[config.mk]
export PLATFORM = sky130hd
export DESIGN_NAME = aurora_axis_frame_gen
export DESIGN_NICKNAME = d
export VERILOG_FILES = /design/src/rtl/aurora_gen_pkg.sv /design/src/rtl/aurora_axis_frame_chk.sv /design/src/rtl/aurora_axis_frame_gen.sv
export SDC_FILE = /design/constraint.sdc
export NUM_CORES = 1
export LEC_CHECK = 0
export CAP_MARGIN = 10
export CORE_UTILIZATION = 35
export DETAILED_ROUTE_END_ITERATION = 8
export SYNTH_ARGS = -nofsm -noshare
export SYNTH_HDL_FRONTEND = slang
export SYNTH_SLANG_ARGS = --single-unit
[constraint.sdc]
create_clock -name user_clk -period 4.6 [get_ports user_clk]
set_input_delay 0.69 -clock user_clk [delete_from_list [all_inputs] [get_ports user_clk]]
set_output_delay 0.69 -clock user_clk [all_outputs]
set_load 0.03 [all_outputs]
[src/rtl/aurora_gen_pkg.sv]
// Shared definitions for the Aurora AXI4-Stream frame generator and its RX checker:
// FSM state encoding, default-configuration widths, width helpers and a saturating increment.
package aurora_gen_pkg;

    typedef enum logic [2:0] {
        IDLE    = 3'd0,
        WAIT_UP = 3'd1,
        SEND    = 3'd2,
        GAP     = 3'd3,
        DONE    = 3'd4
    } gen_state_t;

    // Widths for the default configuration (32-bit data, 19-beat frames)
    localparam int DEF_DATA_W    = 32;
    localparam int DEF_FRAME_LEN = 19;
    localparam int KEEP_W        = DEF_DATA_W / 8;
    localparam int BEAT_W        = $clog2(DEF_FRAME_LEN + 1);

    // Same derivations for an arbitrary instance configuration
    function automatic int calc_keep_w(input int data_w);
        return data_w / 8;
    endfunction

    function automatic int calc_beat_w(input int frame_len);
        return $clog2(frame_len + 1);
    endfunction

    // Counter increment that sticks at max_v instead of wrapping
    function automatic logic [15:0] sat_inc(input logic [15:0] v, input logic [15:0] max_v);
        return (v >= max_v) ? max_v : v + 16'd1;
    endfunction

endpackage

[src/rtl/aurora_axis_frame_chk.sv]
// RX-side frame checker: tracks the expected arithmetic sequence and frame boundaries,
// counts mismatching beats and flags a clean run once NUM_FRAMES frames arrived error-free.
module aurora_axis_frame_chk
    import aurora_gen_pkg::*;
#(
    parameter int                DATA_W     = 32,
    parameter int                FRAME_LEN  = 19,
    parameter int                NUM_FRAMES = 3,
    parameter logic [DATA_W-1:0] START_VAL  = '0,
    parameter logic [DATA_W-1:0] STEP       = DATA_W'(4)
) (
    input  logic              clk,
    input  logic              rst,
    input  logic              restart,
    input  logic [0:DATA_W-1] rx_tdata,
    input  logic              rx_tvalid,
    input  logic              rx_tlast,
    output logic [15:0]       err_cnt,
    output logic              ok
);

    localparam int                L_BEAT_W  = calc_beat_w(FRAME_LEN);
    localparam logic [L_BEAT_W-1:0] LAST_BEAT = L_BEAT_W'(FRAME_LEN - 1);
    localparam logic [31:0]       NF_U      = 32'(NUM_FRAMES);

    logic [DATA_W-1:0]   r_exp;
    logic [L_BEAT_W-1:0] r_beat;
    logic [15:0]         r_frames;
    logic [15:0]         r_err;
    logic                r_ok;

    logic [DATA_W-1:0]   w_rx;
    logic                w_beat_last;
    logic                w_bad;

    assign w_rx        = rx_tdata;
    assign w_beat_last = (r_beat == LAST_BEAT);
    assign w_bad       = (w_rx != r_exp) || (rx_tlast != w_beat_last);
    assign err_cnt     = r_err;
    assign ok          = r_ok;

    // Expected-value tracking, error counting and run-complete flag; resync on mismatch
    always_ff @(posedge clk or posedge rst) begin
        if (rst) begin
            r_exp    <= START_VAL;
            r_beat   <= '0;
            r_frames <= '0;
            r_err    <= '0;
            r_ok     <= 1'b0;
        end else if (restart) begin
            r_exp    <= START_VAL;
            r_beat   <= '0;
            r_frames <= '0;
            r_err    <= '0;
            r_ok     <= 1'b0;
        end else if (rx_tvalid) begin
            r_exp  <= (w_bad ? w_rx : r_exp) + STEP;
            r_beat <= (rx_tlast || w_beat_last) ? '0 : r_beat + 1'b1;
            if (rx_tlast)
                r_frames <= sat_inc(r_frames, 16'hFFFF);
            if (w_bad) begin
                r_err <= sat_inc(r_err, 16'hFFFF);
                r_ok  <= 1'b0;
            end else if (rx_tlast && (r_err == 16'd0) && (NF_U != 32'd0) &&
                         (({16'd0, r_frames} + 32'd1) >= NF_U)) begin
                r_ok <= 1'b1;
            end
        end
    end

endmodule

[src/rtl/aurora_axis_frame_gen.sv]
// AXI4-Stream frame generator for the Aurora 8B/10B s_axi_tx port.
// Emits NUM_FRAMES frames of FRAME_LEN beats carrying an arithmetic sequence, gated on
// channel_up; a link drop rewinds to the first beat of the interrupted frame.
// Optional RX checker enabled by defining FRAME_CHECK_EN.
module aurora_axis_frame_gen
    import aurora_gen_pkg::*;
#(
    parameter int                DATA_W     = 32,
    parameter int                FRAME_LEN  = 19,
    parameter int                NUM_FRAMES = 3,
    parameter logic [DATA_W-1:0] START_VAL  = '0,
    parameter logic [DATA_W-1:0] STEP       = DATA_W'(4),
    parameter int                GAP_CYCLES = 0
) (
    input  logic                user_clk,
    input  logic                reset,
    input  logic                start,
    input  logic                stop,
    input  logic                channel_up,
    output logic [0:DATA_W-1]   s_axi_tx_tdata,
    output logic [0:DATA_W/8-1] s_axi_tx_tkeep,
    output logic                s_axi_tx_tvalid,
    output logic                s_axi_tx_tlast,
    input  logic                s_axi_tx_tready,
    output logic                busy,
    output logic                done,
    output logic [7:0]          abort_cnt,
    output logic [15:0]         frame_cnt
`ifdef FRAME_CHECK_EN
    ,
    input  logic [0:DATA_W-1]   m_axi_rx_tdata,
    input  logic                m_axi_rx_tvalid,
    input  logic                m_axi_rx_tlast,
    output logic [15:0]         rx_err_cnt,
    output logic                rx_ok
`endif
);

    localparam int                  L_KEEP_W  = calc_keep_w(DATA_W);
    localparam int                  L_BEAT_W  = calc_beat_w(FRAME_LEN);
    localparam logic [L_BEAT_W-1:0] LAST_BEAT = L_BEAT_W'(FRAME_LEN - 1);
    localparam logic [7:0]          GAP_LAST  = 8'(GAP_CYCLES - 1);
    localparam logic [31:0]         NF_U      = 32'(NUM_FRAMES);

    gen_state_t          r_state;
    gen_state_t          w_next;
    logic [DATA_W-1:0]   r_value;
    logic [DATA_W-1:0]   r_base;
    logic [L_BEAT_W-1:0] r_beat;
    logic [7:0]          r_gap;
    logic [7:0]          r_abort;
    logic [15:0]         r_frames;
    logic                r_done;

    logic w_last;
    logic w_hs;
    logic w_frame_end;
    logic w_run_end;
    logic w_link_lost;
    logic w_start_acc;
    logic w_gap_end;

    // A beat only counts when the link is still up; a simultaneous drop wins
    assign w_last      = (r_beat == LAST_BEAT);
    assign w_hs        = (r_state == SEND) && s_axi_tx_tready && channel_up;
    assign w_frame_end = w_hs && w_last;
    assign w_run_end   = stop || ((NF_U != 32'd0) && (({16'd0, r_frames} + 32'd1) == NF_U));
    assign w_link_lost = !channel_up && ((r_state == SEND) || (r_state == GAP));
    assign w_start_acc = start && ((r_state == IDLE) || (r_state == DONE));
    assign w_gap_end   = (r_gap == GAP_LAST);

    assign abort_cnt = r_abort;
    assign frame_cnt = r_frames;
    assign done      = r_done;

    // State register
    always_ff @(posedge user_clk or posedge reset) begin
        if (reset)
            r_state <= IDLE;
        else
            r_state <= w_next;
    end

    // Next-state logic
    always_comb begin
        w_next = r_state;
        case (r_state)
            IDLE, DONE: if (start) w_next = WAIT_UP;
            WAIT_UP:    if (channel_up) w_next = SEND;
            SEND: begin
                if (!channel_up)
                    w_next = WAIT_UP;
                else if (w_frame_end) begin
                    if (w_run_end)
                        w_next = DONE;
                    else if (GAP_CYCLES > 0)
                        w_next = GAP;
                end
            end
            GAP: begin
                if (!channel_up)
                    w_next = WAIT_UP;
                else if (w_gap_end)
                    w_next = SEND;
            end
            default:    w_next = IDLE;
        endcase
    end

    // Stream outputs decoded from state; data and tlast hold while the beat is pending
    always_comb begin
        s_axi_tx_tvalid = (r_state == SEND);
        s_axi_tx_tlast  = (r_state == SEND) && w_last;
        s_axi_tx_tkeep  = (r_state == SEND) ? {L_KEEP_W{1'b1}} : {L_KEEP_W{1'b0}};
        s_axi_tx_tdata  = r_value;
        busy            = (r_state == WAIT_UP) || (r_state == SEND) || (r_state == GAP);
    end

    // Sequence value, frame base, beat/gap counters and status counters
    always_ff @(posedge user_clk or posedge reset) begin
        if (reset) begin
            r_value  <= '0;
            r_base   <= '0;
            r_beat   <= '0;
            r_gap    <= '0;
            r_abort  <= '0;
            r_frames <= '0;
        end else if (w_start_acc) begin
            r_value  <= START_VAL;
            r_base   <= START_VAL;
            r_beat   <= '0;
            r_gap    <= '0;
            r_abort  <= '0;
            r_frames <= '0;
        end else if (w_link_lost) begin
            r_value <= r_base;
            r_beat  <= '0;
            r_gap   <= '0;
            r_abort <= 8'(sat_inc({8'd0, r_abort}, 16'd255));
        end else if (w_hs) begin
            r_value <= r_value + STEP;
            r_gap   <= '0;
            if (w_last) begin
                r_beat   <= '0;
                r_frames <= r_frames + 16'd1;
                r_base   <= r_value + STEP;
            end else begin
                r_beat <= r_beat + 1'b1;
            end
        end else if (r_state == GAP) begin
            r_gap <= r_gap + 8'd1;
        end
    end

    // One-cycle done pulse on entry to DONE
    always_ff @(posedge user_clk or posedge reset) begin
        if (reset)
            r_done <= 1'b0;
        else
            r_done <= (w_next == DONE) && (r_state != DONE);
    end

`ifdef FRAME_CHECK_EN
    aurora_axis_frame_chk #(
        .DATA_W     (DATA_W),
        .FRAME_LEN  (FRAME_LEN),
        .NUM_FRAMES (NUM_FRAMES),
        .START_VAL  (START_VAL),
        .STEP       (STEP)
    ) u_chk (
        .clk       (user_clk),
        .rst       (reset),
        .restart   (w_start_acc),
        .rx_tdata  (m_axi_rx_tdata),
        .rx_tvalid (m_axi_rx_tvalid),
        .rx_tlast  (m_axi_rx_tlast),
        .err_cnt   (rx_err_cnt),
        .ok        (rx_ok)
    );
`endif

endmodule

==> out/summary.txt, run 1 <==
number of max-cap violations -> 0
Synth area leaders -> dfrtp_1 45%, o21ai_0 6.8%, nand3_1 4.5%, nand2_1 4.4%, xor2_1 4.3%
Setup WS pre-CTS -> 1.582 ns
register area -> 2628 µm²
Layout Nets -> 708
ANT cells -> 0
Worst Setup Slack, final -> 1.619 ns
PortBufs -> 69
Final Wtd Congestion -> 0.8565
area of the multi-input gates -> 2987 µm²
Total Routing Usage GR -> 18.73%
initial antenna violation count -> 0
DRT iter0 DRCs -> 408
ys flop type -> dfrtp_1
share of synthesized registers carrying an async set or reset -> 100.0%
Distinct cells, synth -> 68
delay-heaviest family, CP -> buffers and inverters
nature of the critical path startpoint -> register
status -> complete, no violations
DR DRC count -> 0
CTS tree -> done
# resized after CTS -> 0
fin crit share -> 64.81%
crit path DAT -> 2.29 ns
min Tclk post-route -> 2.981 ns
Syn Std Cell Area -> 5851 µm²
io pins -> 70
Synth area leader -> dfrtp_1
Worst-Margin Slew -> 0.7559 ns
htree depth -> 3
drt total wl -> 15490 µm
kind of critical path -> reg2out
Clk pin slew, worst setup/hold paths -> 0.07 ns
Synthesized Nets -> 661
crit-path cells -> inv_1 -> ha_1 -> nand4bb_1 -> nor3_1 -> clkdlybuf4s50_1
vias per cell -> 5.527
die footprint -> 17240 µm²
count leader, synth -> dfrtp_1
Setup-failing EPs final -> 0
largest net degree at the start of global routing -> 76
Clock Skew -> 0.006655 ns
clk buf depth -> 2
Syn Inst Count -> 648
Critical Path Max Stage Delay -> 0.72 ns
final hold vios -> 0
Worst Path Max Fanout -> 5
DIE WIDTH -> 131.3 µm
share of the synthesized area in the top cell type -> 44.91%
Fin Setup TNS -> 0 ns
Area Growth Syn to Fin -> 19.20%
worst path bufs/invs -> 2
core area -> 16120 µm²
slew margin rel. -> 49.60%
Clk Latency, worst-skew pair -> 0.35 ns
Lkg Pwr -> 2.781 nW
height of the die -> 131.3 µm
leading cell types by count after synthesis -> 105 x dfrtp_1, 79 x o21ai_0, 69 x nand2_1
Critical-path top delay cell -> clkdlybuf4s50_1
unrepaired setup endpoints after global routing -> no
Tot Pwr -> 2.804 mW
TritonCTS buffer count -> 9
fillcell total -> 1577
TritonRoute pass-1 iters -> 4
vias in the first global route -> 4809
hold_ws -> 0.4903 ns
EDFF count, synth -> 0
register area share after synthesis -> 44.91%
CP Capture Type -> output pin
DR WL/cell -> 16.91 µm
first-pass GRT wire length -> 25910 µm
fraction of layout cells with a size suffix above 1 -> 7.714%
HPWL Detailed -> 10040 µm
vias -> 5063
gr ovfl total -> 0
Pwr Density -> 402.0 nW/µm²
Post-CTS Setup Bufs -> 0
Mean Syn Cell Area -> 9.029 µm²
VDD IR-drop max -> 0.2787 mV
Fmax -> 335.4 MHz
initial core utilization -> 36.30%
# rows -> 46
Synth Register Bits -> 105
Post-CTS Hold Fix Bufs -> 0
clock sinks -> 105
clk root buf -> clkbuf_16
Hold Path Class -> reg2reg
antenna-violating nets left -> 0
YS warnings -> 0
final slew viol count -> 0
Worst EP required -> 3.91 ns
[metrics by stage]
stage / cells / utilization (%) / area [µm²]
after floorplan: 648 / - / 5851
after global placement: 900 / 41.49 / 6686
after detailed placement: 900 / 41.49 / 6686
after CTS: 916 / 43.28 / 6974
after global routing: 916 / 43.28 / 6974
final: 916 / 43.28 / 6974
[sequential cells by signal (all words and copies together), names as in the netlist]
| signal | flops |
|---|---|
| r_gap | 8 |
| r_base | 32 |
| frame_cnt | 16 |
| s_axi_tx_tdata | 32 |
| abort_cnt | 8 |
| done | 1 |
| r_beat | 5 |
| r_state | 3 |
[metal layers]
metal  up-vias  GRT usage (%)  routed length (µm)
li1       2416              -                   -
met1      2493          26.37                7389
met2       146          29.91                7155
met3         8          3.742                 837
met4         0          3.488                 102
met5         -              0                   0
[cells in the final DEF, fill, tap and decap left out, types with 5 or more instances in the layout]
master	count
o211ai_1	7
a21oi_1	38
inv_1	5
nor3_1	25
dfrtp_1	105
nand2_1	68
nand4_1	9
o21ai_0	79
a211oi_1	6
ha_1	7
clkdlybuf4s50_1	69
clkbuf_16	9
a31oi_1	6
xor2_1	29
and3_1	8
xnor2_1	23
nor2_1	49
nand3_1	53
and4_1	7
buf_4	11
a22o_1	5
[cell type report]
cell class | instances | area share, %
Clock buffer | 10 | 3.283
Clock inverter | 6 | 0.8432
Inverter | 7 | 0.4126
Multi-Input combinational cell | 492 | 42.82
Sequential cell | 105 | 37.67
Tap cell | 216 | 3.875
Timing Repair Buffer | 80 | 11.09
[report_power, final]
group          switching, mW  leakage [nW]  total, mW  internal, mW
Sequential             0.165          1.43       1.18          1.02
Combinational          0.525          1.20      0.852         0.327
Clock                  0.349         0.146      0.768         0.420
[worst paths after layout]
| check | startpoint | end | slack, ns | depth (start not counted) |
|---|---|---|---|---|
| setup / recovery | r_beat[0] | s_axi_tx_tlast | 1.62 | 5 |
| hold / removal | r_base[29] | s_axi_tx_tdata[2] | 0.49 | 2 |
| setup reg to reg | s_axi_tx_tdata[29] | s_axi_tx_tdata[5] | 2.12 | 7 |
| hold reg to reg | r_base[29] | s_axi_tx_tdata[2] | 0.49 | 2 |
| max in group asynchronous | reset | r_gap[6] | 2.96 | 3 |
| min in group asynchronous | reset | r_beat[4] | 0.73 | 2 |
[tightest hold or removal path, cell delays in order, from the launching register on]
cell and delay [ns]:
dfrtp_1 0.35, nand2_1 0.05, o21ai_0 0.06
[cells by family after synthesis]
group	after synthesis	share of synthesized area, %
simple gates	260	23.72
mux	1	0.1711
fa+ha+maj	7	1.497
buf+inv	51	4.256
xor+xnor	52	7.784
compound gates	172	17.66
flops	105	44.91
Power figures use the tool's default switching activity.
==> inputs of run 2 (changes only) <==
==> constraint.sdc (replaced) <==
create_clock -name user_clk -period 2.9 [get_ports user_clk]
set_input_delay 0.435 -clock user_clk [delete_from_list [all_inputs] [get_ports user_clk]]
set_output_delay 0.435 -clock user_clk [all_outputs]
set_load 0.03 [all_outputs]
==> out/summary.txt, run 2 (synthesis gave the netlist of run 1 again) <==
Placed Cells -> 903
antenna-violating nets left -> 0
Setup WS pre-CTS -> 0.1328 ns
Post-CTS Hold Fix Bufs -> 0
kind of critical path -> reg2out
initial antenna violation count -> 0
Clk Latency, worst-skew pair -> 0.36 ns
vias in the first global route -> 4993
Clk pin slew, worst setup/hold paths -> 0.07 ns
first-pass GRT wire length -> 26090 µm
worst r2r path cells -> 7
CTS tree -> done
CP Capture Type -> output pin
clk buf depth -> 2
Pwr Density -> 661.8 nW/µm²
PortBufs -> 69
core area -> 16120 µm²
fin crit share -> 91.60%
DRT iter0 DRCs -> 421
Final Non-Filler Cells -> 919
Final Wtd Congestion -> 0.8140
htree depth -> 3
Worst EP required -> 2.47 ns
status -> complete, no violations
Hold Path Class -> reg2reg
Worst Setup Slack, final -> 0.2436 ns
vias -> 5084
ANT cells -> 0
Post-CTS Setup Bufs -> 0
Setup-failing EPs final -> 0
Core Util, Final -> 43.90%
number of max-cap violations -> 0
fraction of layout cells with a size suffix above 1 -> 8.250%
# rows -> 46
most common cell after layout, fill and taps aside -> dfrtp_1
drt total wl -> 15500 µm
Worst-Margin Slew -> 1.147 ns
area of the multi-input gates -> 2987 µm²
initial core utilization -> 36.30%
clk root buf -> clkbuf_16
Layout Nets -> 711
# resized after CTS -> 0
Area Growth Syn to Fin -> 20.92%
Lkg Pwr -> 2.823 nW
unrepaired setup endpoints after global routing -> no
final hold vios -> 0
HPWL Detailed -> 10020 µm
Fin Setup TNS -> 0 ns
slew margin rel. -> 23.26%
crit path DAT -> 2.22 ns
Total Routing Usage GR -> 18.82%
DIE WIDTH -> 131.3 µm
largest net degree at the start of global routing -> 106
TritonRoute pass-1 iters -> 5
vias per cell -> 5.532
min Tclk post-route -> 2.656 ns
io pins -> 70
gr ovfl total -> 0
VDD IR-drop max -> 0.3127 mV
Worst Path Max Fanout -> 5
nature of the critical path startpoint -> register
height of the die -> 131.3 µm
DR WL/cell -> 16.87 µm
final slew viol count -> 0
die footprint -> 17240 µm²
Clock Skew -> 0.008928 ns
hold_ws -> 0.4818 ns
register area -> 2628 µm²
Fmax -> 376.4 MHz
clock sinks -> 105
worst hold stages -> 2
fillcell total -> 1546
TritonCTS buffer count -> 9
most frequent cells in the layout -> 105 x dfrtp_1, 79 x o21ai_0, 69 x clkdlybuf4s50_1
DR DRC count -> 0
run 2: changes by cell type in the layout (fill, tap and decap cells not counted), sizes merged:
cell and change:
buf +3, clkinv -3, clkinvlp +1, bufinv +2
run 2: final timing paths:
kind	from	endpoint	slack [ns]
setup / recovery	r_beat[0]	s_axi_tx_tlast	0.24
hold / removal	r_base[27]	s_axi_tx_tdata[4]	0.48
setup reg to reg	s_axi_tx_tdata[29]	s_axi_tx_tdata[5]	0.40
hold reg to reg	r_base[27]	s_axi_tx_tdata[4]	0.48
max in group asynchronous	reset	r_state[0]	1.89
min in group asynchronous	reset	r_base[2]	0.58
run 2: through the flow:
stage                     power, mW  instance area (µm²)
after floorplan               2.720                 5854
after global placement        3.239                 6723
after detailed placement      3.263                 6723
after CTS                     4.734                 7074
after global routing          4.930                 7074
final                         4.682                 7074
run 2: routing by layer:
metal	wire (µm)	share of wire, %	global-route usage [%]
met1	7307	47	24.94
met2	7236	47	30.20
met3	825	5.3	5.517
met4	130	0.84	4.328
met5	0	0	0
run 2: power breakdown:
part           switching [mW]  internal (mW)  leakage, nW
Clock                   0.574          0.871        0.173
Sequential              0.257           1.62         1.43
Combinational           0.836          0.528         1.22
Total                    1.67           3.02         2.82
run 2: layout make-up:
class,instances,share of cell area (%)
Multi-Input combinational cell,492,42.22
Sequential cell,105,37.14
Tap cell,216,3.820
Timing Repair Buffer,83,11.43
Inverter,7,0.4245
Clock buffer,10,3.378
Clock inverter,6,1.592
run 2: critical path: stages, from the launching register on:
cell	delay [ns]
dfrtp_1	0.43
inv_1	0.07
ha_1	0.16
nand4bb_1	0.25
nor3_1	0.25
clkdlybuf4s50_1	0.71
==> inputs of run 3 (changes only) <==
--- a/config.mk
+++ b/config.mk
@@ -8,6 +8,7 @@
 export CAP_MARGIN = 10
 export CORE_UTILIZATION = 35
 export DETAILED_ROUTE_END_ITERATION = 8
+export PLACE_DENSITY = 0.63
 export SYNTH_ARGS = -nofsm -noshare
 export SYNTH_HDL_FRONTEND = slang
 export SYNTH_SLANG_ARGS = --single-unit
==> out/summary.txt, run 3 (synthesis gave the netlist of run 1 again) <==
status -> complete, no violations
fin crit share -> 92.55%
global routing's busiest layer -> met2
Layout Nets -> 710
Worst Setup Slack, final -> 0.2159 ns
vias per cell -> 5.485
DR WL/cell -> 16.73 µm
M1 GR Usage -> 25.99%
crit-path cells -> inv_1 -> ha_1 -> nand4bb_1 -> nor3_1 -> clkdlybuf4s50_1
largest net degree at the start of global routing -> 86
gr ovfl total -> 0
core area -> 16120 µm²
Lkg Pwr -> 2.773 nW
CTS tree -> done
Hold Path Class -> in2async
Fmax -> 372.6 MHz
first-pass GRT wire length -> 25740 µm
worst r2r path cells -> 7
Post-CTS Hold Fix Bufs -> 0
# resized after CTS -> 0
Clk pin slew, worst setup/hold paths -> 0.08 ns
vias in the first global route -> 4864
DR DRC count -> 0
final hold vios -> 0
TritonRoute pass-1 iters -> 5
CP Capture Type -> output pin
delay-heaviest family, CP -> buffers and inverters
Setup WS pre-CTS -> 0.1663 ns
Total Routing Usage GR -> 18.38%
CP Depth -> 5
Area Growth Syn to Fin -> 19.55%
fraction of layout cells with a size suffix above 1 -> 8.120%
clock sinks -> 105
worst path bufs/invs -> 2
most common cell after layout, fill and taps aside -> dfrtp_1
PortBufs -> 69
worst r2r dst -> s_axi_tx_tdata[5]
Worst Path Max Fanout -> 5
slew margin rel. -> 29.06%
min Tclk post-route -> 2.684 ns
VDD IR-drop max -> 0.4385 mV
TritonCTS buffer count -> 9
antenna-violating nets left -> 0
Worst-Margin Slew -> 1.060 ns
HPWL Detailed -> 10110 µm
Post-CTS Setup Bufs -> 0
height of the die -> 131.3 µm
die footprint -> 17240 µm²
Clk Latency, worst-skew pair -> 0.36 ns
CP startpoint -> r_beat[0]
unrepaired setup endpoints after global routing -> no
Setup-failing EPs final -> 0
met2 GRT Util -> 28.28%
flop-to-flop setup slack -> 0.43 ns
Fin Setup TNS -> 0 ns
crit path to -> s_axi_tx_tlast
Critical Path Max Stage Delay -> 0.71 ns
ANT cells -> 0
crit path DAT -> 2.25 ns
initial core utilization -> 36.30%
initial antenna violation count -> 0
Worst R2R Start -> s_axi_tx_tdata[29]
clk buf depth -> 2
Final Wtd Congestion -> 0.8103
most frequent cells in the layout -> 105 x dfrtp_1, 79 x o21ai_0, 69 x clkdlybuf4s50_1
Worst EP required -> 2.47 ns
number of max-cap violations -> 0
# rows -> 46
drt total wl -> 15360 µm
htree depth -> 3
kind of critical path -> reg2out
DRT iter0 DRCs -> 351
final slew viol count -> 0
io pins -> 70
nature of the critical path startpoint -> register
clk root buf -> clkbuf_16
Critical-path top delay cell -> clkdlybuf4s50_1
met3 Usage GRT -> 4.321%
vias -> 5035
DIE WIDTH -> 131.3 µm
Pwr Density -> 631.6 nW/µm²
Clock Skew -> 0.008467 ns
## run 3: worst min-delay path by stage
stage                     from           endpoint  slack [ns]
finish                   reset         r_base[11]        0.46
global route             reset         r_base[11]        0.48
CTS                      reset         r_base[11]        0.46
detailed placement  r_base[27]  s_axi_tx_tdata[4]        0.47
global placement    r_base[27]  s_axi_tx_tdata[4]        0.46
floorplan           r_base[27]  s_axi_tx_tdata[4]        0.44
## run 3: power by group
group          internal [mW]  leakage, nW  switching, mW
clock network          0.589        0.128          0.593
registers               1.62         1.43          0.258
logic                  0.527         1.21          0.835
total                   2.73         2.77           1.69
## run 3: metrics by stage
| stage | hold slack [ns] | util (%) | std cells | area, µm² | total power, mW |
|---|---|---|---|---|---|
| after floorplan | 0.4384 | - | 648 | 5854 | 2.720 |
| after global placement | 0.4572 | 41.67 | 902 | 6715 | 3.231 |
| after detailed placement | 0.4680 | 41.67 | 902 | 6715 | 3.259 |
| after CTS | 0.4625 | 43.40 | 918 | 6994 | 4.460 |
| after global routing | 0.4847 | 43.40 | 918 | 6994 | 4.638 |
| final | 0.4552 | 43.40 | 918 | 6994 | 4.418 |
## run 3: area by class of cell
type                       instances  area [µm²]
sequential                       105        2628
clock buffer                       9       225.2
clock inverter                     7       53.80
tap                              216       270.3
fill                            1557        9121
timing repair buffer              82       800.8
inverter                           7       30.03
multi-input combinational        492        2987
## run 3: metal layers
layer  vias to the layer above  share of wire (%)
li1                       2429                  -
met1                      2450                 48
met2                       140                 45
met3                        16                5.3
met4                         0                1.3
met5                         -                  0
